$ cat config.mk
export PLATFORM = sky130hd
export DESIGN_NAME = demux4_bit_1to3_buf
export DESIGN_NICKNAME = d
export VERILOG_FILES = /design/src/rtl/demux4_bit_1to3_buf_pkg.sv /design/src/rtl/demux4_bit_1to3_buf_chan_fifo.sv /design/src/rtl/demux4_bit_1to3_buf.sv
export SDC_FILE = /design/constraint.sdc
export NUM_CORES = 1
export LEC_CHECK = 0
export ABC_AREA = 1
export CAP_MARGIN = 20
export CORE_MARGIN = 4
export CORE_UTILIZATION = 35
export CTS_CLUSTER_DIAMETER = 80
export CTS_CLUSTER_SIZE = 40
export DETAILED_ROUTE_END_ITERATION = 8
export PLACE_DENSITY_LB_ADDON = 0.1
export SETUP_SLACK_MARGIN = 0.1
export SLEW_MARGIN = 10
export SYNTH_ARGS = -nofsm -noshare
export SYNTH_HDL_FRONTEND = slang
export SYNTH_SLANG_ARGS = --single-unit
$ cat constraint.sdc
create_clock -name Clk -period 4.3 [get_ports Clk]
set_clock_uncertainty 0.2 [all_clocks]
set_input_delay 1.075 -clock Clk [delete_from_list [all_inputs] [get_ports Clk]]
set_output_delay 1.075 -clock Clk [all_outputs]
set_load 0.01 [all_outputs]
$ cat src/rtl/demux4_bit_1to3_buf_pkg.sv
// Shared definitions for the 1-to-3 buffered demultiplexer.
//   chan_e      : channel index (CH_A=0, CH_B=1, CH_C=2)
//   sel_to_chan : maps the 2-bit destination select onto a channel;
//                 select values 2 and 3 both go to channel C.
package demux4_bit_1to3_buf_pkg;

    typedef enum logic [1:0] {
        CH_A = 2'd0,
        CH_B = 2'd1,
        CH_C = 2'd2
    } chan_e;

    function automatic chan_e sel_to_chan(input logic [1:0] sel);
        case (sel)
            2'd0:    return CH_A;
            2'd1:    return CH_B;
            default: return CH_C;
        endcase
    endfunction

endpackage

$ cat src/rtl/demux4_bit_1to3_buf_chan_fifo.sv
// Per-channel FIFO for the 1-to-3 demultiplexer.
//   clk   : clock, rising edge
//   rst_n : synchronous active-low reset
//   push  : write din at the tail (ignored when full)
//   pop   : advance the head (ignored when empty)
//   din   : word to write
//   dout  : registered head word; holds its last value while empty
//   count : number of stored words, 0..DEPTH
//   full  : count == DEPTH
//   empty : count == 0
module demux_chan_fifo #(
    parameter int unsigned WIDTH = 4,
    parameter int unsigned DEPTH = 2,
    localparam int unsigned PW = $clog2(DEPTH),
    localparam int unsigned CW = PW + 1
) (
    input  logic             clk,
    input  logic             rst_n,
    input  logic             push,
    input  logic             pop,
    input  logic [WIDTH-1:0] din,
    output logic [WIDTH-1:0] dout,
    output logic [CW-1:0]    count,
    output logic             full,
    output logic             empty
);

    localparam logic [CW-1:0] DEPTH_C = CW'(DEPTH);
    localparam logic [CW-1:0] ONE_C   = CW'(1);

    logic [WIDTH-1:0] mem [DEPTH];
    logic [PW-1:0]    wr_ptr;
    logic [PW-1:0]    rd_ptr;
    logic [PW-1:0]    rd_nxt;
    logic             push_ok;
    logic             pop_ok;
    logic [CW-1:0]    count_nxt;
    logic [WIDTH-1:0] head_nxt;

    // dout is a dedicated register rather than mem[rd_ptr], so that an
    // emptied channel keeps showing its last head word and reset can clear
    // it without clearing the whole array. Its next value is the word that
    // will sit at the head after this cycle's push/pop.
    always_comb begin
        full      = (count == DEPTH_C);
        empty     = (count == '0);
        push_ok   = push & ~full;
        pop_ok    = pop & ~empty;
        rd_nxt    = rd_ptr + 1'b1;
        count_nxt = count + CW'(push_ok) - CW'(pop_ok);
        head_nxt  = dout;
        if (count_nxt != '0) begin
            // Only the incoming word remains: channel was empty, or its
            // single entry is being popped while a new one arrives.
            if (empty || (pop_ok && count == ONE_C)) begin
                head_nxt = din;
            end else if (pop_ok) begin
                head_nxt = mem[rd_nxt];
            end
        end
    end

    always_ff @(posedge clk) begin
        if (!rst_n) begin
            wr_ptr <= '0;
            rd_ptr <= '0;
            count  <= '0;
            dout   <= '0;
        end else begin
            if (push_ok) begin
                wr_ptr <= wr_ptr + 1'b1;
            end
            if (pop_ok) begin
                rd_ptr <= rd_nxt;
            end
            count <= count_nxt;
            dout  <= head_nxt;
        end
    end

    // Storage needs no reset; pointers and count define what is valid.
    always_ff @(posedge clk) begin
        if (rst_n && push_ok) begin
            mem[wr_ptr] <= din;
        end
    end

endmodule

$ cat src/rtl/demux4_bit_1to3_buf.sv
// Buffered 1-to-3 demultiplexer: routes each accepted input word into the
// FIFO of the channel chosen by inSel.
//   Clk                  : clock, rising edge
//   Rst                  : synchronous active-low reset
//   inData/inSel/inValid : producer word, destination (0:A 1:B 2,3:C), offer
//   inReady              : selected channel not full (from registered count)
//   outA/outB/outC       : head word of each channel
//   outValidA/B/C        : channel non-empty
//   outReadyA/B/C        : consumer takes the head word
//   busy                 : any channel non-empty
module demux4_bit_1to3_buf
    import demux4_bit_1to3_buf_pkg::*;
#(
    parameter int unsigned WIDTH = 4,
    parameter int unsigned DEPTH = 2
) (
    input  logic             Clk,
    input  logic             Rst,
    input  logic [WIDTH-1:0] inData,
    input  logic [1:0]       inSel,
    input  logic             inValid,
    output logic             inReady,
    output logic [WIDTH-1:0] outA,
    output logic [WIDTH-1:0] outB,
    output logic [WIDTH-1:0] outC,
    output logic             outValidA,
    output logic             outValidB,
    output logic             outValidC,
    input  logic             outReadyA,
    input  logic             outReadyB,
    input  logic             outReadyC,
    output logic             busy
);

    localparam int unsigned CW = $clog2(DEPTH) + 1;

    chan_e          ch;
    logic           push_a, push_b, push_c;
    logic [CW-1:0]  cnt_a, cnt_b, cnt_c;
    logic           full_a, full_b, full_c;
    logic           empty_a, empty_b, empty_c;

    always_comb begin
        ch = sel_to_chan(inSel);
        case (ch)
            CH_A:    inReady = ~full_a;
            CH_B:    inReady = ~full_b;
            default: inReady = ~full_c;
        endcase
        push_a    = inValid & inReady & (ch == CH_A);
        push_b    = inValid & inReady & (ch == CH_B);
        push_c    = inValid & inReady & (ch == CH_C);
        outValidA = (cnt_a != '0);
        outValidB = (cnt_b != '0);
        outValidC = (cnt_c != '0);
        busy      = ~(empty_a & empty_b & empty_c);
    end

    demux_chan_fifo #(.WIDTH(WIDTH), .DEPTH(DEPTH)) u_fifo_a (
        .clk(Clk), .rst_n(Rst), .push(push_a), .pop(outReadyA),
        .din(inData), .dout(outA), .count(cnt_a), .full(full_a), .empty(empty_a)
    );

    demux_chan_fifo #(.WIDTH(WIDTH), .DEPTH(DEPTH)) u_fifo_b (
        .clk(Clk), .rst_n(Rst), .push(push_b), .pop(outReadyB),
        .din(inData), .dout(outB), .count(cnt_b), .full(full_b), .empty(empty_b)
    );

    demux_chan_fifo #(.WIDTH(WIDTH), .DEPTH(DEPTH)) u_fifo_c (
        .clk(Clk), .rst_n(Rst), .push(push_c), .pop(outReadyC),
        .din(inData), .dout(outC), .count(cnt_c), .full(full_c), .empty(empty_c)
    );

endmodule

==> results.json <==
{
  "vias_per_cell": 4.50,
  "synth_edf_count": 24,
  "rows": 28,
  "antenna_found_initial": 0,
  "cts_tree": "done",
  "yosys_warnings": 0,
  "worst_pin_slew_ps": 665,
  "cts-root-buf": "clkbuf_8",
  "synth_top_family_by_area": "simple AND/OR/NAND/NOR gates",
  "fin_nets": 301,
  "cp.arrival_ps": 2540,
  "clock_path_buffers": 2,
  "clk_latency_ps": 290,
  "drive_above_1_share_pct": 9.44,
  "ant_nets": 0,
  "ir_drop_v": 0.000312,
  "cp-start-kind": "input port",
  "clock-sinks": 48,
  "fillCellCount": 600,
  "drv_cap": 0,
  "relSlewSlack_pct": 55.4,
  "grt_pass1_vias": 1550,
  "synth.area.mux_share_pct": 1.57,
  "drtIter0Drc": 93,
  "io_pins": 29,
  "clock.fmax_mhz": 262,
  "min_period_ps": 3810,
  "drc": 0,
  "die_h_um": 86.5,
  "r2r_start": "u_fifo_a.count[1]",
  "cp-startpoint": "inSel[1]",
  "gp_congestion": 0.780,
  "cp_data_required_time_ps": 3020,
  "hold_viol_final": 0,
  "wl_per_cell_um": 12.4,
  "power.density_nw_per_um2": 670,
  "path_class": "in2out",
  "initial_core_util_pct": 36.2,
  "vias": 1623,
  "reg2regPathDepth": 15,
  "synth_cell_types": 27,
  "rsz0062_at_grt": "false",
  "setup_violations": 0,
  "synth_fa_ha_area_share_pct": 2.32,
  "hold-path-endpoint": "u_fifo_b.wr_ptr",
  "fp.dieW_um": 86.5,
  "synthDominantCellAreaShare_pct": 33.4,
  "post-route-period-util_pct": 88.6,
  "ctsResizeCount": 0,
  "grt_max_degree": 16,
  "grt_overflow": 0,
  "htree_levels": 2,
  "min_path_type": "reg2reg",
  "fp.coreArea_sq_um": 5960,
  "dr.pass1.iters": 4,
  "ys_top_cells_by_count": "nand2_1 (66), nor2_1 (34), inv_1 (31)",
  "leakage_uw": 0.00112,
  "cts_made_buffers": 5,
  "path_clk_slew_ps": 80,
  "synthArstFlopShare_pct": 0,
  "synth_area_per_cell_sq_um": 8.62,
  "routed_wirelength_mm": 4.48,
  "yosys.area_share.simple_pct": 23.4,
  "cts_hold_buf": 0,
  "regToRegEndpoint": "u_fifo_b.dout[3]",
  "seq_area_frac_synth_pct": 55.7,
  "dieArea_sq_um": 7480,
  "fin_util_pct": 44.4,
  "area_growth_pct": 22.7,
  "io_buffers": 28,
  "min_path_cells": 2,
  "synth_fp_nets": 266,
  "grt_pass1_wl_mm": 7.70,
  "synth.area.top_cells": "edfxtp_1 (33%), dfxtp_1 (22%), nand2_1 (11%)",
  "synth_xor_area_share_pct": 2.03,
  "cts_setup_buffers": 0,
  "synth_ff_type": "edfxtp_1",
  "final_max_slew_viol_count": 0,
  "dp_hpwl_mm": 3.33,
  "worstSetupEndpointType": "output port",
  "rrSetupSlack_ps": 1940,
  "track_usage_pct": 13.2,
  "syn-cell-area_sq_um": 2160,
  "post-synth-top-area-cell": "edfxtp_1",
  "antenna_cells": 0,
  "synthCells": 250,
  "hold_start": "u_fifo_b.wr_ptr",
  "synth.ff_latch_count": 48,
  "tns_ps": 0,
  "synth_most_common_cell": "nand2_1",
  "cp_max_fo": 5,
  "status": "finished, final reports clean",
  "synth_compound_area_share_pct": 8.36
}
## routing by layer
layer | GRT usage, % | part of all wire (%) | wire (um) | up-vias
met1 | 19.9 | 55 | 2480 | 703
met5 | 0 | 0 | 0 | -
li1 | - | - | - | 881
met4 | 4.25 | 1.0 | 46 | 0
met3 | 2.76 | 3.7 | 166 | 4
met2 | 18.6 | 40 | 1780 | 35
## cell type report
type / instances / area (sq um) / area share [%]
Clock buffer: 5 / 68.8 / 2.60
Clock inverter: 3 / 42.5 / 1.61
Tap cell: 75 / 93.8 / 3.55
Sequential cell: 48 / 1200 / 45.4
Multi-Input combinational cell: 165 / 812 / 30.7
Inverter: 35 / 131 / 4.97
Timing Repair Buffer: 30 / 295 / 11.2
## cells in the final DEF (no fill, tap or decap), drive strengths merged, types with 2 or more instances in the layout
| cell | synthesis | routed |
|---|---|---|
| o21ai | 10 | 10 |
| nor2 | 40 | 40 |
| mux2 | 3 | 3 |
| clkinv | 1 | 2 |
| buf | 1 | 2 |
| clkbuf | 1 | 5 |
| xnor2 | 2 | 2 |
| nand2 | 69 | 69 |
| edfxtp | 24 | 24 |
| nand4 | 2 | 2 |
| a31oi | 9 | 9 |
| a21oi | 11 | 11 |
| inv | 34 | 34 |
| nor3 | 3 | 3 |
| clkdlybuf4s50 | 0 | 28 |
| xor2 | 3 | 3 |
| dfxtp | 24 | 24 |
| ha | 4 | 4 |
| nand3 | 7 | 7 |
## per-stage QoR
stage / power (uW) / setup slack (ps) / std cells / instance area, sq um / hold WS, ps
6_report: 1770 / 489 / 361 / 2650 / 272
5_1_grt: 1930 / 394 / 361 / 2650 / 306
4_1_cts: 1790 / 489 / 361 / 2650 / 272
3_5_place_dp: 1460 / 503 / 353 / 2530 / 258
3_3_place_gp: 1460 / 518 / 353 / 2530 / 249
2_1_floorplan: 1170 / 1460 / 250 / 2160 / 241
## flip-flops by register name, summed over array words and instances (netlist names), 2 cells and up
name            count
u_fifo_c.dout       4
u_fifo_a.dout       4
u_fifo_b.mem        8
u_fifo_c.mem        8
u_fifo_a.count      2
u_fifo_b.count      2
u_fifo_c.count      2
u_fifo_b.dout       4
u_fifo_a.mem        8
## critical path, cell delays in order
cell	delay [ps]
clkdlybuf4s50_1	530
nor2_2	80
nand2_1	90
nand2_1	70
nor2_2	130
clkdlybuf4s50_1	560
## cell families after synthesis
family	after synthesis
adder cells (fa/ha/maj)	4
XOR/XNOR	5
flip-flops	48
AND/OR/NAND/NOR	121
buffers and inverters	37
multiplexers	3
AO/OA/AOI/OAI	32
## worst max path at each step
stage | slack, ps | depth (start not counted) | to
floorplan | 1460 | 14 | u_fifo_b.dout[3]
global placement | 520 | 6 | inReady
detailed placement | 500 | 6 | inReady
CTS | 490 | 6 | inReady
global route | 390 | 6 | inReady
finish | 490 | 6 | inReady
## report_power, final
| part | internal, uW | leakage, uW | switching (uW) |
|---|---|---|---|
| sequential | 568 | 0.000415 | 54.5 |
| combinational | 345 | 0.000651 | 481 |
| clock | 172 | 0.0000541 | 153 |
Note: power is estimated with default switching activity, not from simulation.
